`config.mk`:
```
export PLATFORM = sky130hd
export DESIGN_NAME = store_checker_table
export DESIGN_NICKNAME = d
export VERILOG_FILES = /design/src/rtl/store_checker_table.sv
export SDC_FILE = /design/constraint.sdc
export NUM_CORES = 1
export LEC_CHECK = 0
export CAP_MARGIN = 40
export CORE_UTILIZATION = 40
export CTS_CLUSTER_DIAMETER = 60
export CTS_CLUSTER_SIZE = 8
export DETAILED_ROUTE_END_ITERATION = 10
export HOLD_SLACK_MARGIN = 0.1
export PLACE_DENSITY = 0.57
export SYNTH_ARGS = -nofsm -noshare
export SYNTH_HDL_FRONTEND = slang
export SYNTH_SLANG_ARGS = --single-unit
```
`constraint.sdc`:
```
create_clock -name clk -period 11.68 [get_ports clk]
set_input_delay 1.168 -clock clk [delete_from_list [all_inputs] [get_ports clk]]
set_output_delay 1.168 -clock clk [all_outputs]
set_load 0.005 [all_outputs]
```
`src/rtl/store_checker_table.sv`:
```
// -----------------------------------------------------------------------------
// store_checker_table
// Expected-store table: DEPTH entries of {address, data}, one write port and
// one combinational indexed read port. Reset clears every entry to zero.
//
// Ports:
//   clk, reset          clock and synchronous active-high reset
//   we, wr_idx          write strobe and entry index
//   wr_adr, wr_data     entry contents to write
//   rd_idx              entry index to read
//   rd_adr, rd_data     contents of entry rd_idx (zero if out of range)
// -----------------------------------------------------------------------------
module store_checker_table #(
  parameter int WIDTH = 32,
  parameter int DEPTH = 4,
  parameter int IDX_W = 2
) (
  input  logic             clk,
  input  logic             reset,
  input  logic             we,
  input  logic [IDX_W-1:0] wr_idx,
  input  logic [WIDTH-1:0] wr_adr,
  input  logic [WIDTH-1:0] wr_data,
  input  logic [IDX_W-1:0] rd_idx,
  output logic [WIDTH-1:0] rd_adr,
  output logic [WIDTH-1:0] rd_data
);

  logic [WIDTH-1:0] adr_q  [DEPTH];
  logic [WIDTH-1:0] adr_d  [DEPTH];
  logic [WIDTH-1:0] data_q [DEPTH];
  logic [WIDTH-1:0] data_d [DEPTH];

  // Next-state of each entry: overwrite the addressed entry, hold the rest.
  always_comb begin
    for (int i = 0; i < DEPTH; i++) begin
      if (we && (wr_idx == IDX_W'(i))) begin
        adr_d[i]  = wr_adr;
        data_d[i] = wr_data;
      end else begin
        adr_d[i]  = adr_q[i];
        data_d[i] = data_q[i];
      end
    end
  end

  // Entry storage with synchronous clear.
  always_ff @(posedge clk) begin
    for (int i = 0; i < DEPTH; i++) begin
      if (reset) begin
        adr_q[i]  <= '0;
        data_q[i] <= '0;
      end else begin
        adr_q[i]  <= adr_d[i];
        data_q[i] <= data_d[i];
      end
    end
  end

  // Indexed read; an index beyond the table (non-power-of-two DEPTH) reads zero.
  always_comb begin
    if (int'(rd_idx) < DEPTH) begin
      rd_adr  = adr_q[rd_idx];
      rd_data = data_q[rd_idx];
    end else begin
      rd_adr  = '0;
      rd_data = '0;
    end
  end

endmodule

```
==> results_dict.tcl, run 1 <==
set metrics [dict create \
    synth-seq-cells 256 \
    antenna_left 0 \
    status "completed" \
    antenna_found_initial 0 \
    irDropWorstVdd_v 0.0000843 \
    overflow 0 \
    drc 0 \
    hold_viol_final 0 \
    grt_pass1_wl_um 41800 \
    postRouteWirelength_um 27700 \
    grt_pass1_vias 7001 \
    period_needed_ns 4.61 \
    grt_util_all_layers_pct 20.1 \
    cp-end-kind "primary output" \
    crit_type "in2out" \
    path_max_fanout 25 \
    fillerInstances 2254 \
    postCtsHoldBufs 0 \
    seqCellArea_um2 7690 \
    synth_top_cell_area_share_pct 69.9 \
    netlist_area_um2 11000 \
    initial_core_util_pct 40.8 \
    yosysSeqAreaShare_pct 69.9 \
    row_count 60 \
    dr.pass1.iters 5 \
    grt_max_degree 69 \
    async_reset_ff_share_pct 0 \
    cts_tree "built" \
    clock-root-buffer "clkbuf_16" \
    cts_setup_buffers 0 \
    vias 6505 \
    finalCritPeriodShare_pct 39.5 \
    yosys-top-cells-count "edfxtp_1 (256), nor2_1 (256), nand3b_1 (64), mux4_2 (60), buf_2 (32)" \
    cts_made_buffers 37 \
    layout.nets 911 \
    avgSynthCellArea_um2 15.6 \
    pre_cts_slack_ns 6.96 \
    critPathRequiredTime_ns 10.51 \
    p_leak_nw 4.58 \
    dieArea_um2 28200 \
    area_growth_pct 24.3 \
    setup_viol 0 \
    multi_input_area_um2 3010 \
    ctsResizeCount 0 \
    gp_congestion 0.704 \
    max_freq_mhz 217 \
    worst_pin_slew_ns 0.755 \
    synth_cell_types 16 \
    die_x_um 168 \
    fin_area_um2 13700 \
    path_clk_slew_ns 0.05 \
    portBuffers 134 \
    die_h_um 168 \
    dp_hpwl_um 15000 \
    cts.sinks 256 \
    setup-tns-final_ns 0 \
    hold_class "in2reg" \
    yosysTopAreaCell "edfxtp_1" \
    setup_ws_ns 7.07 \
    ys_top_cells_by_area "edfxtp_1 (70%), mux4_2 (12%), nor2_1 (8.7%)" \
    netlist_instances 705 \
    relSlewSlack_pct 49.7 \
    synthesis.nets 776 \
    yosysWarnings 0 \
    diodes 0 \
    place_area_um2 12700 \
    cp.arrival_ns 3.44 \
    ios 135 \
    cts.htree.levels 2 \
    ys.flop_type "edfxtp_1" \
    cellPowerDensity_nw_per_um2 166 \
    core-area_um2 27000 \
    finalMaxSlewViolations 0 \
    drive_gt1_share_pct 15.5 \
    cts_buffer_depth 3 \
    wire_per_inst_um 23.4 \
    maxCapViolCount 0 \
    vias_per_cell 5.50 \
    rsz0062_at_grt "false" \
    synth-edff-count 256 \
    first_iter_violations 546 \
    startpoint_type "input pin" \
]
## per-stage QoR
stage | hold slack, ns | total power [mW] | utilization, % | instances
floorplan | 1.48 | 1.23 | - | 705
global placement | 1.90 | 1.36 | 46.6 | 1137
detailed placement | 1.91 | 1.36 | 47.1 | 1142
CTS | 1.38 | 2.30 | 50.7 | 1182
global route | 1.42 | 2.35 | 50.7 | 1182
finish | 1.39 | 2.27 | 50.7 | 1182
## report_power, final
group          total [mW]  switching (mW)  internal [mW]
registers            1.10          0.0176           1.08
logic               0.240           0.116          0.125
clock network       0.933           0.351          0.582
total                2.27           0.485           1.79
## state kept, by name, indices dropped and copies added, names as in the netlist
| signal | cells |
|---|---|
| adr_q | 128 |
| data_q | 128 |
## cell usage in the layout, fill, tap and decap left out, drive strengths merged
cell type / netlist / final
clkbuf: 13 / 39
nand2: 1 / 1
nand2b: 2 / 2
o21bai: 4 / 4
clkdlybuf4s50: 0 / 130
inv: 1 / 2
nand3b: 64 / 64
nor2: 256 / 256
mux4: 64 / 64
or2: 1 / 1
buf: 43 / 22
edfxtp: 256 / 256
## logic make-up after synthesis
kind of cell,Yosys count,share of synthesized area (%)
buf+inv,57,3.28
simple gates,324,13.3
mux,64,13.2
flops,256,69.9
compound gates,4,0.273
## layout make-up
cell class	count	area share, %
Clock buffer	39	7.14
Clock inverter	1	0.0641
Sequential cell	256	56.2
Tap cell	341	3.12
Inverter	1	0.0275
Multi-Input combinational cell	392	22.0
Timing Repair Buffer	152	11.4
## critical path: stages
cell             delay (ns)
buf_4                  0.43
buf_4                  0.45
buf_12                 0.29
mux4_1                 0.62
clkdlybuf4s50_1        0.47
## worst paths after layout
path                   from       endpoint  slack (ns)  cells past startpoint
hold / removal           we  data_q[1][17]        1.39                      4
setup / recovery  rd_idx[0]     rd_adr[27]        7.07                      5
## layer usage
| layer | up-vias | share of wire [%] | global-route usage (%) |
|---|---|---|---|
| met1 | 3341 | 42 | 26.6 |
| met2 | 257 | 51 | 34.6 |
| met3 | 40 | 6.0 | 3.31 |
| li1 | 2867 | - | - |
| met5 | - | 0 | 0 |
| met4 | 0 | 1.6 | 5.54 |
(Power assumes the default switching activity.)
==> run 2: changes to the inputs <==
--- a/config.mk
+++ b/config.mk
@@ -11,7 +11,7 @@
 export CTS_CLUSTER_SIZE = 8
 export DETAILED_ROUTE_END_ITERATION = 10
 export HOLD_SLACK_MARGIN = 0.1
-export PLACE_DENSITY = 0.57
+export PLACE_DENSITY = 0.59
 export SYNTH_ARGS = -nofsm -noshare
 export SYNTH_HDL_FRONTEND = slang
 export SYNTH_SLANG_ARGS = --single-unit
==> constraint.sdc (replaced) <==
create_clock -name clk -period 3.8 [get_ports clk]
set_input_delay 0.38 -clock clk [delete_from_list [all_inputs] [get_ports clk]]
set_output_delay 0.38 -clock clk [all_outputs]
set_load 0.005 [all_outputs]
==> results_dict.tcl, run 2 (synthesis results as in run 1) <==
set metrics [dict create \
    vias_per_cell 5.57 \
    relSlewSlack_pct 42.3 \
    postCtsHoldBufs 0 \
    irDropWorstVdd_v 0.000265 \
    fillerInstances 2255 \
    timing.hold.ws_ns 0.644 \
    cts.sinks 256 \
    pre_cts_slack_ns 1.18 \
    diodes 0 \
    antenna_found_initial 0 \
    crit_type "in2out" \
    first_iter_violations 603 \
    power_switching_share_pct 21.1 \
    antenna_left 0 \
    maxCapViolCount 0 \
    row_count 60 \
    finalCritPeriodShare_pct 67.6 \
    clock-root-buffer "clkbuf_16" \
    hold_viol_final 0 \
    ctsResizeCount 0 \
    grt_pass1_vias 7178 \
    finalPower_mw 6.87 \
    area_growth_pct 24.2 \
    cts_setup_buffers 0 \
    portBuffers 134 \
    initial_core_util_pct 40.8 \
    grt_util_all_layers_pct 19.3 \
    final_util_pct 50.7 \
    status "completed" \
    dr.pass1.iters 5 \
    cts.htree.levels 2 \
    power.switching_mw 1.45 \
    gp_congestion 0.707 \
    p_comb_share_pct 10.9 \
    clkPwrFrac_pct 39.9 \
    cellPowerDensity_nw_per_um2 503 \
    wire_per_inst_um 22.4 \
    critPathRequiredTime_ns 3.42 \
    die_x_um 168 \
    grt_pass1_wl_um 40300 \
    seqCellArea_um2 7690 \
    cp.arrival_ns 2.19 \
    overflow 0 \
    core-area_um2 27000 \
    path_clk_slew_ns 0.05 \
    drive_gt1_share_pct 15.3 \
    setup_viol 0 \
    cp-end-kind "primary output" \
    multi_input_area_um2 3020 \
    period_needed_ns 2.57 \
    cts_buffer_depth 3 \
    drc 0 \
    vias 6569 \
    dp_hpwl_um 14700 \
    grt_max_degree 65 \
    cts_made_buffers 37 \
    cts_tree "built" \
    ios 135 \
    setup_ws_ns 1.23 \
    final_cell_mix "nor2_1 (256), edfxtp_1 (256), clkdlybuf4s50_1 (130), nand3b_1 (64), mux4_2 (60)" \
    worst_pin_slew_ns 0.866 \
    die_h_um 168 \
    dieArea_um2 28200 \
    p_leak_nw 4.57 \
    max_freq_mhz 389 \
    hold_class "in2reg" \
    postRouteWirelength_um 26500 \
    path_max_fanout 15 \
    layout.nets 912 \
    power_frac_seq_pct 49.2 \
    startpoint_type "input pin" \
    reg_top3 "adr_q: 128 flops, data_q: 128 flops" \
    rsz0062_at_grt "false" \
    internal-power_mw 5.41 \
    finalMaxSlewViolations 0 \
]
## run 2: cell count changes in the layout (fill, tap and decap cells not counted), sizes merged
cell,previous run,this run
buf,22,23
clkbuf,39,37
inv,2,1
## run 2: worst max-delay path, stage by stage
cell and delay [ns]:
buf_4 0.26, buf_4 0.38, mux4_1 0.66, clkdlybuf4s50_1 0.47
## run 2: cell type report
class / count / share of cell area [%]
clock buffers: 37 / 6.78
inverters: 1 / 0.0275
well taps: 341 / 3.12
multi-input cells: 392 / 22.1
repair buffers: 153 / 11.7
flip-flops and latches: 256 / 56.3
## run 2: final timing paths
kind | cells after the start | slack, ns | to | from
setup / recovery | 4 | 1.23 | rd_adr[29] | rd_idx[0]
hold / removal | 3 | 0.64 | data_q[1][13] | wr_data[13]
## run 2: power by group through the flow
stage,combinational (mW),clock (mW),sequential [mW]
after floorplan,0.360,0,3.43
after global placement,0.746,0,3.42
after detailed placement,0.757,0,3.43
after CTS,0.761,2.79,3.38
after global routing,0.795,2.90,3.39
final,0.746,2.74,3.38
## run 2: through the flow
step | instances | setup TNS (ns) | area, µm²
after floorplan | 705 | -130.43 | 11000
after detailed placement | 1143 | 0 | 12700
after global placement | 1139 | 0 | 12600
after global routing | 1180 | 0 | 13700
final | 1180 | 0 | 13700
after CTS | 1180 | 0 | 13700
## run 2: metal layers
layer	vias up	global-route usage [%]	wire [µm]	share of wire, %
met5	-	0	0	0
met4	0	6.86	601	2.3
met3	50	3.78	1730	6.5
met2	275	33.5	13500	51
met1	3378	24.1	10600	40
li1	2866	-	-	-
